===== src/rtl/vga_timing_pkg.sv =====
// Shared constants and types for the raster timing generator.
// Holds the 640x480@60 default geometry, total-length helpers, the
// coordinate width, sync polarity constants and the output register bundle.
package vga_timing_pkg;

  localparam int unsigned COORD_W = 10;
  localparam int unsigned FRAME_W = 16;

  localparam int unsigned DEF_H_ACTIVE = 640;
  localparam int unsigned DEF_H_FP     = 16;
  localparam int unsigned DEF_H_SYNC   = 96;
  localparam int unsigned DEF_H_BP     = 48;
  localparam int unsigned DEF_V_ACTIVE = 480;
  localparam int unsigned DEF_V_FP     = 10;
  localparam int unsigned DEF_V_SYNC   = 2;
  localparam int unsigned DEF_V_BP     = 33;

  localparam bit SYNC_ACTIVE_LOW  = 1'b0;
  localparam bit SYNC_ACTIVE_HIGH = 1'b1;

  function automatic int unsigned h_total(input int unsigned active, input int unsigned fp,
                                          input int unsigned sync, input int unsigned bp);
    return active + fp + sync + bp;
  endfunction

  function automatic int unsigned v_total(input int unsigned active, input int unsigned fp,
                                          input int unsigned sync, input int unsigned bp);
    return active + fp + sync + bp;
  endfunction

  // Registered output set, kept together so every field shares one edge.
  typedef struct packed {
    logic               de;
    logic               hs;
    logic               vs;
    logic               sol;
    logic               sof;
    logic [COORD_W-1:0] x;
    logic [COORD_W-1:0] y;
  } vga_out_t;

endpackage


===== src/rtl/wrap_counter.sv =====
// Modulo-N counter with enable.
// Ports: i_clk, i_rstn (async active-low), en_i (advance), cnt_o (count),
//        wrap_c_o (combinational: en_i while the count sits at N-1).
module wrap_counter
  import vga_timing_pkg::*;
#(
  parameter int unsigned W = COORD_W,
  parameter int unsigned N = 800
) (
  input  logic         i_clk,
  input  logic         i_rstn,
  input  logic         en_i,
  output logic [W-1:0] cnt_o,
  output logic         wrap_c_o
);

  logic [W-1:0] cnt_q;
  logic [W-1:0] cnt_d;

  assign wrap_c_o = en_i && (cnt_q == W'(N - 1));

  // Next count: hold, increment, or fold back to zero on wrap.
  always_comb begin
    cnt_d = cnt_q;
    if (en_i) begin
      cnt_d = wrap_c_o ? '0 : cnt_q + W'(1);
    end
  end

  always_ff @(posedge i_clk or negedge i_rstn) begin
    if (!i_rstn) cnt_q <= '0;
    else         cnt_q <= cnt_d;
  end

  assign cnt_o = cnt_q;

endmodule


===== src/rtl/vga_timing_gen.sv =====
// Free-running raster timing generator (default 640x480@60).
// Ports: i_clk, i_rstn (async active-low), i_en (count enable; low holds
//        everything), o_de, o_hs, o_vs, o_x, o_y, o_sol, o_sof, all
//        registered one cycle behind the internal counters.
// Optional: defining VGA_TIMING_FRAME_CNT_EN adds o_frame, a 16-bit frame
//        count that steps together with o_sof (not on the first frame).
module vga_timing_gen
  import vga_timing_pkg::*;
#(
  parameter int unsigned H_ACTIVE = DEF_H_ACTIVE,
  parameter int unsigned H_FP     = DEF_H_FP,
  parameter int unsigned H_SYNC   = DEF_H_SYNC,
  parameter int unsigned H_BP     = DEF_H_BP,
  parameter int unsigned V_ACTIVE = DEF_V_ACTIVE,
  parameter int unsigned V_FP     = DEF_V_FP,
  parameter int unsigned V_SYNC   = DEF_V_SYNC,
  parameter int unsigned V_BP     = DEF_V_BP,
  parameter bit          HS_POL   = SYNC_ACTIVE_LOW,
  parameter bit          VS_POL   = SYNC_ACTIVE_LOW
) (
  input  logic               i_clk,
  input  logic               i_rstn,
  input  logic               i_en,
  output logic               o_de,
  output logic               o_hs,
  output logic               o_vs,
  output logic [COORD_W-1:0] o_x,
  output logic [COORD_W-1:0] o_y,
  output logic               o_sol,
  output logic               o_sof
`ifdef VGA_TIMING_FRAME_CNT_EN
  ,
  output logic [FRAME_W-1:0] o_frame
`endif
);

  localparam int unsigned H_TOTAL = h_total(H_ACTIVE, H_FP, H_SYNC, H_BP);
  localparam int unsigned V_TOTAL = v_total(V_ACTIVE, V_FP, V_SYNC, V_BP);

  // One spare bit so boundaries equal to 2**COORD_W compare correctly.
  localparam int unsigned CMP_W = COORD_W + 1;
  localparam logic [CMP_W-1:0] H_DE_END = CMP_W'(H_ACTIVE);
  localparam logic [CMP_W-1:0] HS_START = CMP_W'(H_ACTIVE + H_FP);
  localparam logic [CMP_W-1:0] HS_END   = CMP_W'(H_ACTIVE + H_FP + H_SYNC);
  localparam logic [CMP_W-1:0] V_DE_END = CMP_W'(V_ACTIVE);
  localparam logic [CMP_W-1:0] VS_START = CMP_W'(V_ACTIVE + V_FP);
  localparam logic [CMP_W-1:0] VS_END   = CMP_W'(V_ACTIVE + V_FP + V_SYNC);

  localparam vga_out_t OUT_RST = '{de: 1'b0, hs: ~HS_POL, vs: ~VS_POL,
                                   sol: 1'b0, sof: 1'b0, x: '0, y: '0};

  if (H_TOTAL > (1 << COORD_W)) begin : g_h_total_chk
    $error("vga_timing_gen: H_TOTAL %0d exceeds the counter range", H_TOTAL);
  end
  if (V_TOTAL > (1 << COORD_W)) begin : g_v_total_chk
    $error("vga_timing_gen: V_TOTAL %0d exceeds the counter range", V_TOTAL);
  end

  logic [COORD_W-1:0] h_cnt;
  logic [COORD_W-1:0] v_cnt;
  logic               h_wrap_c;
  logic               v_wrap_c;
  logic [CMP_W-1:0]   h_ext;
  logic [CMP_W-1:0]   v_ext;
  vga_out_t           out_q;
  vga_out_t           out_d;

  // Horizontal counter drives the vertical one through its wrap strobe.
  wrap_counter #(.W(COORD_W), .N(H_TOTAL)) u_h_cnt (
    .i_clk    (i_clk),
    .i_rstn   (i_rstn),
    .en_i     (i_en),
    .cnt_o    (h_cnt),
    .wrap_c_o (h_wrap_c)
  );

  wrap_counter #(.W(COORD_W), .N(V_TOTAL)) u_v_cnt (
    .i_clk    (i_clk),
    .i_rstn   (i_rstn),
    .en_i     (h_wrap_c),
    .cnt_o    (v_cnt),
    .wrap_c_o (v_wrap_c)
  );

  assign h_ext = CMP_W'(h_cnt);
  assign v_ext = CMP_W'(v_cnt);

  // Output decode; v_cnt only moves on the h wrap, so vs is line-aligned.
  always_comb begin
    out_d = out_q;
    if (i_en) begin
      out_d.de  = (h_ext < H_DE_END) && (v_ext < V_DE_END);
      out_d.hs  = ((h_ext >= HS_START) && (h_ext < HS_END)) ? HS_POL : ~HS_POL;
      out_d.vs  = ((v_ext >= VS_START) && (v_ext < VS_END)) ? VS_POL : ~VS_POL;
      out_d.sol = (h_cnt == '0);
      out_d.sof = (h_cnt == '0) && (v_cnt == '0);
      out_d.x   = h_cnt;
      out_d.y   = v_cnt;
    end
  end

  always_ff @(posedge i_clk or negedge i_rstn) begin
    if (!i_rstn) out_q <= OUT_RST;
    else         out_q <= out_d;
  end

  assign o_de  = out_q.de;
  assign o_hs  = out_q.hs;
  assign o_vs  = out_q.vs;
  assign o_sol = out_q.sol;
  assign o_sof = out_q.sof;
  assign o_x   = out_q.x;
  assign o_y   = out_q.y;

`ifdef VGA_TIMING_FRAME_CNT_EN
  // frame_cnt_q steps as the counters fold to (0,0); copying it into the
  // output register one edge later lines the change up with o_sof.
  logic [FRAME_W-1:0] frame_cnt_q;
  logic [FRAME_W-1:0] frame_cnt_d;
  logic [FRAME_W-1:0] frame_q;
  logic [FRAME_W-1:0] frame_d;

  always_comb begin
    frame_cnt_d = frame_cnt_q;
    frame_d     = frame_q;
    if (v_wrap_c) frame_cnt_d = frame_cnt_q + FRAME_W'(1);
    if (i_en)     frame_d     = frame_cnt_q;
  end

  always_ff @(posedge i_clk or negedge i_rstn) begin
    if (!i_rstn) begin
      frame_cnt_q <= '0;
      frame_q     <= '0;
    end else begin
      frame_cnt_q <= frame_cnt_d;
      frame_q     <= frame_d;
    end
  end

  assign o_frame = frame_q;
`else
  logic unused_v_wrap_c;
  assign unused_v_wrap_c = v_wrap_c;
`endif

endmodule

===== config.mk =====
export PLATFORM = sky130hd
export DESIGN_NAME = vga_timing_gen
export DESIGN_NICKNAME = d
export VERILOG_FILES = /design/src/rtl/vga_timing_pkg.sv /design/src/rtl/wrap_counter.sv /design/src/rtl/vga_timing_gen.sv
export SDC_FILE = /design/constraint.sdc
export NUM_CORES = 1
export LEC_CHECK = 0
export ABC_AREA = 1
export BUFFER_PORTS_ARGS = -buffer_cell sky130_fd_sc_hd__clkbuf_2
export CORE_AREA = 2 2 72 74
export CTS_BUF_LIST = sky130_fd_sc_hd__clkbuf_16
export DETAILED_ROUTE_END_ITERATION = 10
export DIE_AREA = 0 0 74 76
export PLACE_DENSITY = 0.7
export SYNTH_ARGS = -nofsm -noshare
export SYNTH_HDL_FRONTEND = slang
export SYNTH_HIERARCHICAL = 1
export SYNTH_SLANG_ARGS = --single-unit

===== constraint.sdc =====
create_clock -name i_clk -period 1.6 [get_ports i_clk]
set_input_delay 0.08 -clock i_clk [delete_from_list [all_inputs] [get_ports i_clk]]
set_output_delay 0.08 -clock i_clk [all_outputs]
set_load 0.005 [all_outputs]

==> results.py, run 1 <==
metrics = {
    "outcome": {
        "status": "completed",
    },
    "clock_network": {
        "cts_tree": "done",
        "cts_buffer_depth": 2,
        "cts.sinks": 45,
        "cts_buffers": 5,
        "htreeDepth": 2,
        "clk_latency_ps": 280,
        "root_buffer": "clkbuf_16",
        "clkTransAtPathRegs_ps": 60,
    },
    "floorplanning": {
        "dieArea_um2": 5620,
        "pin_count": 28,
        "rows": 26,
        "initial_utilization_pct": 47.1,
        "die_y_um": 76,
        "die_w_um": 74,
        "coreArea_um2": 4910,
    },
    "timing": {
        "finalCriticalPeriod_ps": 1570,
        "max_freq_mhz": 639,
        "rsz0062_at_grt": "yes",
        "final_hold_viol_count": 0,
        "tns_ps": 0,
        "finClkSkew_ps": 7.28,
        "drv_slew": 0,
        "final.period_utilization_pct": 97.9,
        "slew_headroom_pct": 62.1,
        "finalSetupViolations": 0,
        "worstMarginPinSlew_ps": 568,
    },
    "global_routing": {
        "grt_pass1_vias": 1978,
        "overflow": 0,
        "track_usage_pct": 19.4,
        "antenna_found_initial": 0,
        "grt_max_degree": 29,
        "grt_pass1_wl_um": 8610,
    },
    "routing": {
        "wire_per_inst_um": 12.1,
        "via_per_inst": 4.78,
        "num_vias": 2041,
        "first_pass_iters": 4,
        "drtIter0Drc": 137,
        "antenna_left": 0,
        "totalWireLength_um": 5160,
        "drc": 0,
    },
    "logic_synthesis": {
        "synthDistinctLibCells": 27,
        "ys_ff_latch": 45,
        "yosysSeqAreaShare_pct": 48.8,
        "postSynthCellCount": 304,
        "synth_nets": 310,
        "avgSynthCellArea_um2": 7.61,
        "yosys_warnings": 6,
        "netlist_area_um2": 2310,
    },
    "min_path": {
        "hp-class": "in2reg",
        "holdPathStages": 4,
    },
    "final_layout": {
        "final_cells": 427,
        "drive_gt1_share_pct": 21.8,
        "diodes": 0,
        "fillCellCount": 440,
        "area_delta_synth_final_pct": 24.4,
        "num-nets-final": 362,
    },
    "setup_path": {
        "slowest_delay_ps": 360,
        "path_cells": "ha_2 -> inv_1 -> nor2_1 -> nand3b_1 -> inv_2 -> nand2_2 -> nor2_4 -> nand3_2 -> nand2_1 -> inv_1 -> nor2_1",
        "crit_arrival_ps": 1780,
        "critPathMaxFanout": 4,
        "cp-start-kind": "flop",
        "path_buf_inv": 3,
        "rr_worst_depth": 11,
        "cp.depth": 11,
        "slowest_stage": "dfrtp_1",
        "critPathTopFamily": "simple AND/OR/NAND/NOR gates",
        "criticalPathCategory": "reg2reg",
        "critPathRequiredTime_ps": 1820,
        "end_kind": "flop",
    },
    "pwr": {
        "clock_power_share_pct": 33.0,
        "p_int_mw": 2.41,
        "combPwrFrac_pct": 26.6,
        "p_sw_share_pct": 30.1,
        "ir_drop_uv": 711,
        "power_density_nw_per_um2": 1200,
        "p_switching_mw": 1.04,
        "p_leak_nw": 1.60,
        "p_seq_share_pct": 40.4,
    },
    "run": {
        "max_cap_viol_count": 0,
    },
    "placed_design": {
        "place.gp.congestion": 0.844,
        "hpwl_um": 3580,
        "placement.io_buffers": 27,
        "dp.cells": 412,
    },
}
cell type report:
type,instances,area (µm²),area share [%]
clock inverters,3,37.5,1.30
flip-flops and latches,45,1130,39.2
inverters,48,183,6.35
repair buffers,49,315,11.0
clock buffers,5,125,4.35
well taps,70,87.6,3.04
multi-input cells,207,1000,34.8
Yosys cell counts (all sizes together):
cell type / count / area share (%)
a31oi: 1 / 0.27
xor2: 5 / 1.9
dfstp: 2 / 2.3
nand4: 9 / 2.4
inv: 48 / 7.9
nor2: 40 / 8.0
buf: 4 / 1.1
nor3: 9 / 2.2
o21a: 1 / 0.32
ha: 3 / 1.6
o21ai: 9 / 1.9
nand3: 20 / 4.8
nand3b: 1 / 0.32
o21bai: 2 / 0.65
xnor2: 1 / 0.38
nand2: 104 / 17
dfrtp: 43 / 47
or2: 2 / 0.54
tightest hold or removal path, cell delays in order:
cell	delay, ps
clkbuf_2	90
buf_4	220
nand2_1	100
nand2_1	40
cells by family (layout without fill, tap and decap cells):
group | Yosys count | after routing | share of synthesized area (%)
compound gates | 13 | 13 | 3.19
simple gates | 185 | 185 | 35.1
fa+ha+maj | 3 | 3 | 1.62
xor+xnor | 6 | 6 | 2.27
buf+inv | 52 | 105 | 9.03
flops | 45 | 45 | 48.8
final timing paths:
| path | from | to | slack [ps] |
|---|---|---|---|
| max | u_h_cnt/cnt_o[1] | u_v_cnt/cnt_o[9] | 30 |
| min | i_en | o_x[3] | 290 |
| max reg2reg | u_h_cnt/cnt_o[1] | u_v_cnt/cnt_o[9] | 30 |
| min reg2reg | o_x[9] | o_x[9] | 470 |
| max in group asynchronous | i_rstn | o_hs | 670 |
| min in group asynchronous | i_rstn | u_v_cnt/cnt_o[4] | 330 |
registers in the layout, summed over array words and instances (netlist names):
name           count
o_sof              1
o_de               1
u_h_cnt/cnt_o     10
o_x               10
o_y               10
u_v_cnt/cnt_o     10
o_vs               1
o_sol              1
o_hs               1
timing repair:
| action | in CTS | in global routing |
|---|---|---|
| endpoints found under the setup margin | 0 | 7 |
| resized for setup | 0 | 10 |
| hold buffers | 1 | 0 |
| buffers inserted | 0 | 6 |
| hold endpoints to repair | 20 | 0 |
power groups by stage:
stage	clock (mW)	combinational (mW)	sequential (mW)
6_report	1.14	0.919	1.40
5_1_grt	1.20	1.03	1.42
4_1_cts	1.16	0.888	1.40
3_5_place_dp	0	0.882	1.42
3_3_place_gp	0	0.867	1.41
2_1_floorplan	0	0.404	1.51
per-layer routing:
layer | routed length (µm) | global-route usage [%] | up-vias
li1 | - | - | 1038
met1 | 2340 | 24.2 | 963
met2 | 2630 | 33.8 | 34
met3 | 155 | 4.37 | 6
met4 | 44 | 4.36 | 0
met5 | 0 | 0 | -
metrics by stage:
stage                     area, µm²  power, mW  utilization (%)  worst slack (ps)  hold WS, ps
final                          2880       3.45             58.6              34.2          290
after global routing           2880       3.65             58.6             -76.2          307
after CTS                      2810       3.44             57.2              55.5          288
after detailed placement       2640       2.30             53.6              84.3          103
after global placement         2640       2.27             53.6               153         89.0
after floorplan                2310       1.91                -              11.6         -216
placed cells by master (no fill, tap or decap):
cell type and instances:
clkbuf_16 5, buf_4 20, ha_2 1, inv_2 4, nand3b_1 1, o21ai_0 5
bufinv_16 1, dlygate4sd3_1 1, dfrtp_1 43, o21a_1 1, o21bai_1 2, nor2_1 33
dfstp_2 2, a31oi_1 1, or2_0 1, o21ai_1 4, nor3_2 2, or2_2 1
nand2_1 102, xor2_1 5, nor2_2 3, clkbuf_2 27, nor3_1 7, buf_12 1
nand3_1 16, nand3_2 4, inv_4 1, nor2_4 4, xnor2_1 1, nand2_2 2
clkinv_1 1, nand4_1 9, inv_1 44, ha_1 2
Note: power is estimated with default switching activity, not from simulation.
==> inputs of run 2 (changes only) <==
Settings changed: CORE_AREA 2 2 72 74 to 2 2 75 70, DIE_AREA 0 0 74 76 to 0 0 77 72, PLACE_DENSITY 0.7 to 0.71.
==> results.py, run 2 (synthesis gave the netlist of run 1 again) <==
metrics = {
    "clock_network": {
        "htreeDepth": 2,
        "root_buffer": "clkbuf_16",
        "clkTransAtPathRegs_ps": 60,
        "cts_buffers": 5,
        "clk_latency_ps": 280,
        "cts_tree": "done",
        "cts_buffer_depth": 2,
        "cts.sinks": 45,
    },
    "pwr": {
        "p_leak_nw": 1.60,
        "ir_drop_uv": 803,
        "power_density_nw_per_um2": 1210,
    },
    "global_routing": {
        "track_usage_pct": 20.0,
        "grt_pass1_vias": 1953,
        "grt_pass1_wl_um": 8840,
        "grt_max_degree": 46,
        "overflow": 0,
        "antenna_found_initial": 0,
    },
    "setup_path": {
        "endpoint": "u_v_cnt/cnt_o[9]",
        "path_cells": "ha_2 -> inv_1 -> nor2_1 -> nand3b_1 -> inv_2 -> nand2_1 -> nor2_4 -> nand3_1 -> nand2_1 -> inv_1 -> nor2_1",
        "cp.depth": 11,
        "critPathMaxFanout": 4,
        "timing.rr.start": "u_h_cnt/cnt_o[1]",
        "slowest_delay_ps": 350,
        "critPathTopFamily": "simple AND/OR/NAND/NOR gates",
        "crit_arrival_ps": 1710,
        "rr_worst_depth": 11,
        "critPathLaunch": "u_h_cnt/cnt_o[1]",
        "slowest_stage": "dfrtp_1",
        "criticalPathCategory": "reg2reg",
        "regToRegSetupSlack_ps": 100,
        "path_buf_inv": 3,
        "reg2reg_to": "u_v_cnt/cnt_o[9]",
        "end_kind": "flop",
        "cp-start-kind": "flop",
        "critPathRequiredTime_ps": 1810,
    },
    "timing": {
        "final.period_utilization_pct": 93.8,
        "final_hold_viol_count": 0,
        "drv_slew": 0,
        "finalSetupViolations": 0,
        "hold-worst-slack_ps": 295,
        "max_freq_mhz": 666,
        "slew_headroom_pct": 62.6,
        "worstMarginPinSlew_ps": 562,
        "rsz0062_at_grt": "yes",
        "finClkSkew_ps": 7.44,
        "finalCriticalPeriod_ps": 1500,
    },
    "run": {
        "max_cap_viol_count": 0,
    },
    "routing": {
        "drtIter0Drc": 95,
        "drc": 0,
        "num_vias": 2043,
        "antenna_left": 0,
        "first_pass_iters": 4,
        "totalWireLength_um": 5070,
        "wire_per_inst_um": 12.1,
        "via_per_inst": 4.88,
    },
    "final_layout": {
        "final_util_pct": 59.8,
        "drive_gt1_share_pct": 20.9,
        "final_common_cell": "nand2_1",
        "diodes": 0,
        "area_delta_synth_final_pct": 22.7,
        "layout_common_cells": "103 x nand2_1, 44 x inv_1, 43 x dfrtp_1",
        "num-nets-final": 359,
    },
    "floorplanning": {
        "coreArea_um2": 4740,
        "rows": 24,
        "die_w_um": 77,
        "die_y_um": 72,
        "pin_count": 28,
        "dieArea_um2": 5540,
        "initial_utilization_pct": 48.8,
    },
    "placed_design": {
        "hpwl_um": 3690,
        "placement.io_buffers": 27,
        "place.gp.congestion": 0.901,
    },
    "outcome": {
        "status": "completed",
    },
    "min_path": {
        "hp-class": "in2reg",
        "worstHoldStart": "i_en",
    },
}
## run 2: changes by cell type in the layout (fill, tap and decap cells not counted), sizes merged
cell / delta
buf: -3
## run 2: layout make-up
type	instances	area (µm²)
Inverter	48	183
Clock buffer	5	125
Timing Repair Buffer	46	280
Multi-Input combinational cell	207	1000
Tap cell	65	81.3
Sequential cell	45	1130
Clock inverter	3	37.5
Fill cell	463	1910
## run 2: per-layer routing
| metal | part of all wire [%] | GRT usage (%) |
|---|---|---|
| met3 | 4.5 | 3.48 |
| met5 | 0 | 0 |
| met2 | 46 | 34.8 |
| met1 | 49 | 26.5 |
| met4 | 0.34 | 4.56 |
## run 2: through the flow
stage	worst slack (ps)	cells	power, mW	setup TNS [ps]	area [µm²]
6_report	99.0	419	3.44	0	2840
5_1_grt	-28.5	419	3.65	-84.0	2840
4_1_cts	80.1	416	3.43	0	2790
3_5_place_dp	90.0	407	2.31	0	2620
3_3_place_gp	165	407	2.29	0	2620
2_1_floorplan	11.6	304	1.91	0	2310
## run 2: timing repair
action,CTS,global route
gates resized for setup,0,11
hold endpoints to repair,43,0
hold buffers,1,0
setup endpoints to repair,0,7
buffers inserted,0,3
## run 2: worst min-delay path, delay by kind of cell
family | cells | cell delay [ps]
AO/OA/AOI/OAI | 1 | 40
AND/OR/NAND/NOR | 1 | 130
buffers and inverters | 2 | 310
## run 2: worst min-delay path by stage
stage | to | depth (start not counted) | slack (ps)
CTS | o_hs | 4 | 290
global placement | o_y[5] | 2 | 190
global route | o_hs | 4 | 320
finish | o_hs | 4 | 290
floorplan | o_de | 0 | -220
detailed placement | o_y[5] | 2 | 200
## run 2: where the power goes
part	internal (mW)	total, mW	switching (mW)
clock network	0.725	1.11	0.388
logic	0.371	0.924	0.553
registers	1.31	1.40	0.0930
==> inputs of run 3 (changes only) <==
Settings changed: CORE_AREA 2 2 75 70 to 2 2 73 68, DIE_AREA 0 0 77 72 to 0 0 75 70, SETUP_SLACK_MARGIN set to 0.3, SYNTH_HIERARCHICAL 1 to unset.
==> results.py, run 3 <==
metrics = {
    "logic_synthesis": {
        "synth_edf_count": 0,
        "synthTopCellsByArea": "dfrtp_1 50%, nand2_1 11%, o21ai_0 6.9%, inv_1 6.1%, nor2_1 5.2%",
        "postSynthCellCount": 266,
        "synth_nets": 273,
        "yosysSeqAreaShare_pct": 52.1,
        "yosys_warnings": 0,
        "ys_ff_latch": 45,
        "synthDistinctLibCells": 23,
        "netlist_top_cells_count": "66 x nand2_1, 43 x dfrtp_1, 35 x inv_1",
        "ys.flop_type": "dfrtp_1",
        "synth.top_cell.area_share_pct": 49.7,
        "async_reset_ff_share_pct": 100,
        "yosysMostFrequentCell": "nand2_1",
        "yosys.area.top_type": "dfrtp_1",
        "avgSynthCellArea_um2": 8.14,
        "netlist_area_um2": 2170,
    },
    "setup_path": {
        "crit_arrival_ps": 1650,
        "slowest_stage": "dfrtp_1",
        "critPathRequiredTime_ps": 1820,
        "regToRegSetupSlack_ps": 170,
        "cp-start-kind": "flop",
        "criticalPathCategory": "reg2reg",
        "timing.rr.start": "u_h_cnt.cnt_o[0]",
        "critPathMaxFanout": 4,
        "reg2reg_to": "o_sof",
        "rr_worst_depth": 7,
        "slowest_delay_ps": 410,
        "end_kind": "flop",
        "path_cells": "buf_4 -> inv_2 -> ha_1 -> nand3_1 -> nor3_2 -> nand4_1 -> nand2_1",
    },
    "outcome": {
        "status": "completed",
    },
    "global_routing": {
        "grt_pass1_vias": 1701,
        "gr-usage-met2_pct": 28.0,
        "grt_pass1_wl_um": 8050,
        "track_usage_pct": 20.2,
        "antenna_found_initial": 0,
        "grt_max_degree": 46,
        "grtUsageMet1_pct": 29.5,
        "globalRoute.busiestLayer": "met1",
        "grt_use_met3_pct": 6.06,
        "overflow": 0,
    },
    "final_layout": {
        "diodes": 0,
        "finish.instance_area_um2": 2720,
        "final_cells": 375,
        "drive_gt1_share_pct": 27.4,
        "final_common_cell": "nand2_1",
        "num-nets-final": 316,
        "layout_common_cells": "61 x nand2_1, 43 x dfrtp_1, 29 x inv_1",
        "area_delta_synth_final_pct": 25.6,
    },
    "routing": {
        "wire_per_inst_um": 13.5,
        "via_per_inst": 5.03,
        "num_vias": 1885,
        "first_pass_iters": 4,
        "totalWireLength_um": 5050,
        "drtIter0Drc": 135,
        "drc": 0,
        "antenna_left": 0,
    },
    "timing": {
        "finClkSkew_ps": 4.13,
        "drv_slew": 0,
        "finalCriticalPeriod_ps": 1430,
        "final_hold_viol_count": 0,
        "worstMarginPinSlew_ps": 559,
        "final.period_utilization_pct": 89.1,
        "slew_headroom_pct": 62.7,
        "rsz0062_at_grt": "yes",
        "max_freq_mhz": 702,
        "tns_ps": 0,
        "finalSetupViolations": 0,
        "hold-worst-slack_ps": 281,
    },
    "clock_network": {
        "cts_buffer_depth": 2,
        "htreeDepth": 2,
        "clk_latency_ps": 280,
        "cts_buffers": 5,
        "root_buffer": "clkbuf_16",
        "clkTransAtPathRegs_ps": 60,
        "cts_tree": "done",
        "cts.sinks": 45,
    },
    "floorplanning": {
        "die_y_um": 70,
        "dieArea_um2": 5250,
        "die_w_um": 75,
        "initial_utilization_pct": 47.1,
        "pin_count": 28,
        "rows": 24,
        "coreArea_um2": 4590,
    },
    "min_path": {
        "min_to": "o_y[2]",
        "hp-class": "in2reg",
        "worstHoldStart": "i_en",
        "holdPathStages": 3,
    },
    "pwr": {
        "power_density_nw_per_um2": 1060,
        "combPwrFrac_pct": 17.2,
        "p_switching_mw": 0.848,
        "p_sw_share_pct": 29.4,
        "p_int_mw": 2.04,
        "power.total_mw": 2.88,
        "p_leak_nw": 1.37,
        "clock_power_share_pct": 34.0,
        "ir_drop_uv": 688,
        "p_seq_share_pct": 48.8,
    },
    "placed_design": {
        "dp.cells": 354,
        "place.gp.congestion": 0.879,
        "hpwl_um": 3220,
        "place_area_um2": 2360,
        "placement.io_buffers": 27,
    },
    "run": {
        "max_cap_viol_count": 0,
    },
}
## run 3: changes by cell type after synthesis, moves of 4 or more
cell	delta
inv_1	-11
nand2_1	-38
nor3_1	-7
nor2_1	-4
o21ai_0	+25
## run 3: worst max-delay path, delay by kind of cell, from the launching register on
kind                       cells  cell delay, ps
buffers and inverters          2             230
DFF                            1             410
adders and majority gates      1             150
and+or+nand+nor                4             580
## run 3: power groups by stage
stage | logic (mW) | clock network [mW] | registers [mW]
2_1_floorplan | 0.255 | 0 | 1.39
3_3_place_gp | 0.404 | 0 | 1.40
3_5_place_dp | 0.415 | 0 | 1.40
4_1_cts | 0.453 | 0.989 | 1.39
5_1_grt | 0.552 | 1.04 | 1.42
6_report | 0.495 | 0.980 | 1.41
## run 3: layout make-up
cell class	instances	area, µm²
Sequential cell	45	1130
Fill cell	403	1870
Multi-Input combinational cell	175	953
Clock buffer	5	125
Clock inverter	3	13.8
Tap cell	65	81.3
Inverter	39	149
Timing Repair Buffer	43	269
## run 3: worst max path at each step
stage                      from  cells past startpoint          endpoint  slack [ps]
6_report       u_h_cnt.cnt_o[0]                      7             o_sof         170
5_1_grt        u_h_cnt.cnt_o[1]                      7             o_sof         130
4_1_cts        u_h_cnt.cnt_o[0]                      8  u_v_cnt.cnt_o[9]         210
3_5_place_dp   u_h_cnt.cnt_o[1]                      8  u_v_cnt.cnt_o[5]          70
3_3_place_gp   u_h_cnt.cnt_o[0]                      8  u_v_cnt.cnt_o[5]         140
2_1_floorplan  u_h_cnt.cnt_o[0]                      8  u_v_cnt.cnt_o[2]         350
## run 3: cell families (layout without fill, tap and decap cells)
group / Yosys count / in the layout / share of synthesized area [%]
XOR/XNOR: 6 / 6 / 2.43
flip-flops: 45 / 45 / 52.1
AND/OR/NAND/NOR: 133 / 133 / 27.0
buffers and inverters: 46 / 90 / 8.67
AO/OA/AOI/OAI: 32 / 32 / 7.51
adder cells (fa/ha/maj): 4 / 4 / 2.31
## run 3: repair_timing
item                       4_1_cts  5_1_grt
buffers inserted                 8        4
hold endpoints to repair        43        0
resized for setup               20       23
hold buffers                     1        0
pin swaps                        3       15
setup endpoints to repair       15       19
## run 3: layer usage
layer / routed length (µm) / part of all wire [%]
met1: 2380 / 47
met2: 2310 / 46
met3: 259 / 5.1
met4: 97 / 1.9
met5: 0 / 0
## run 3: metrics by stage
| step | util [%] | setup slack [ps] |
|---|---|---|
| 4_1_cts | 56.9 | 211 |
| 6_report | 59.2 | 175 |
| 3_5_place_dp | 51.4 | 72.0 |
| 3_3_place_gp | 51.4 | 143 |
| 5_1_grt | 59.2 | 125 |
| 2_1_floorplan | - | 346 |
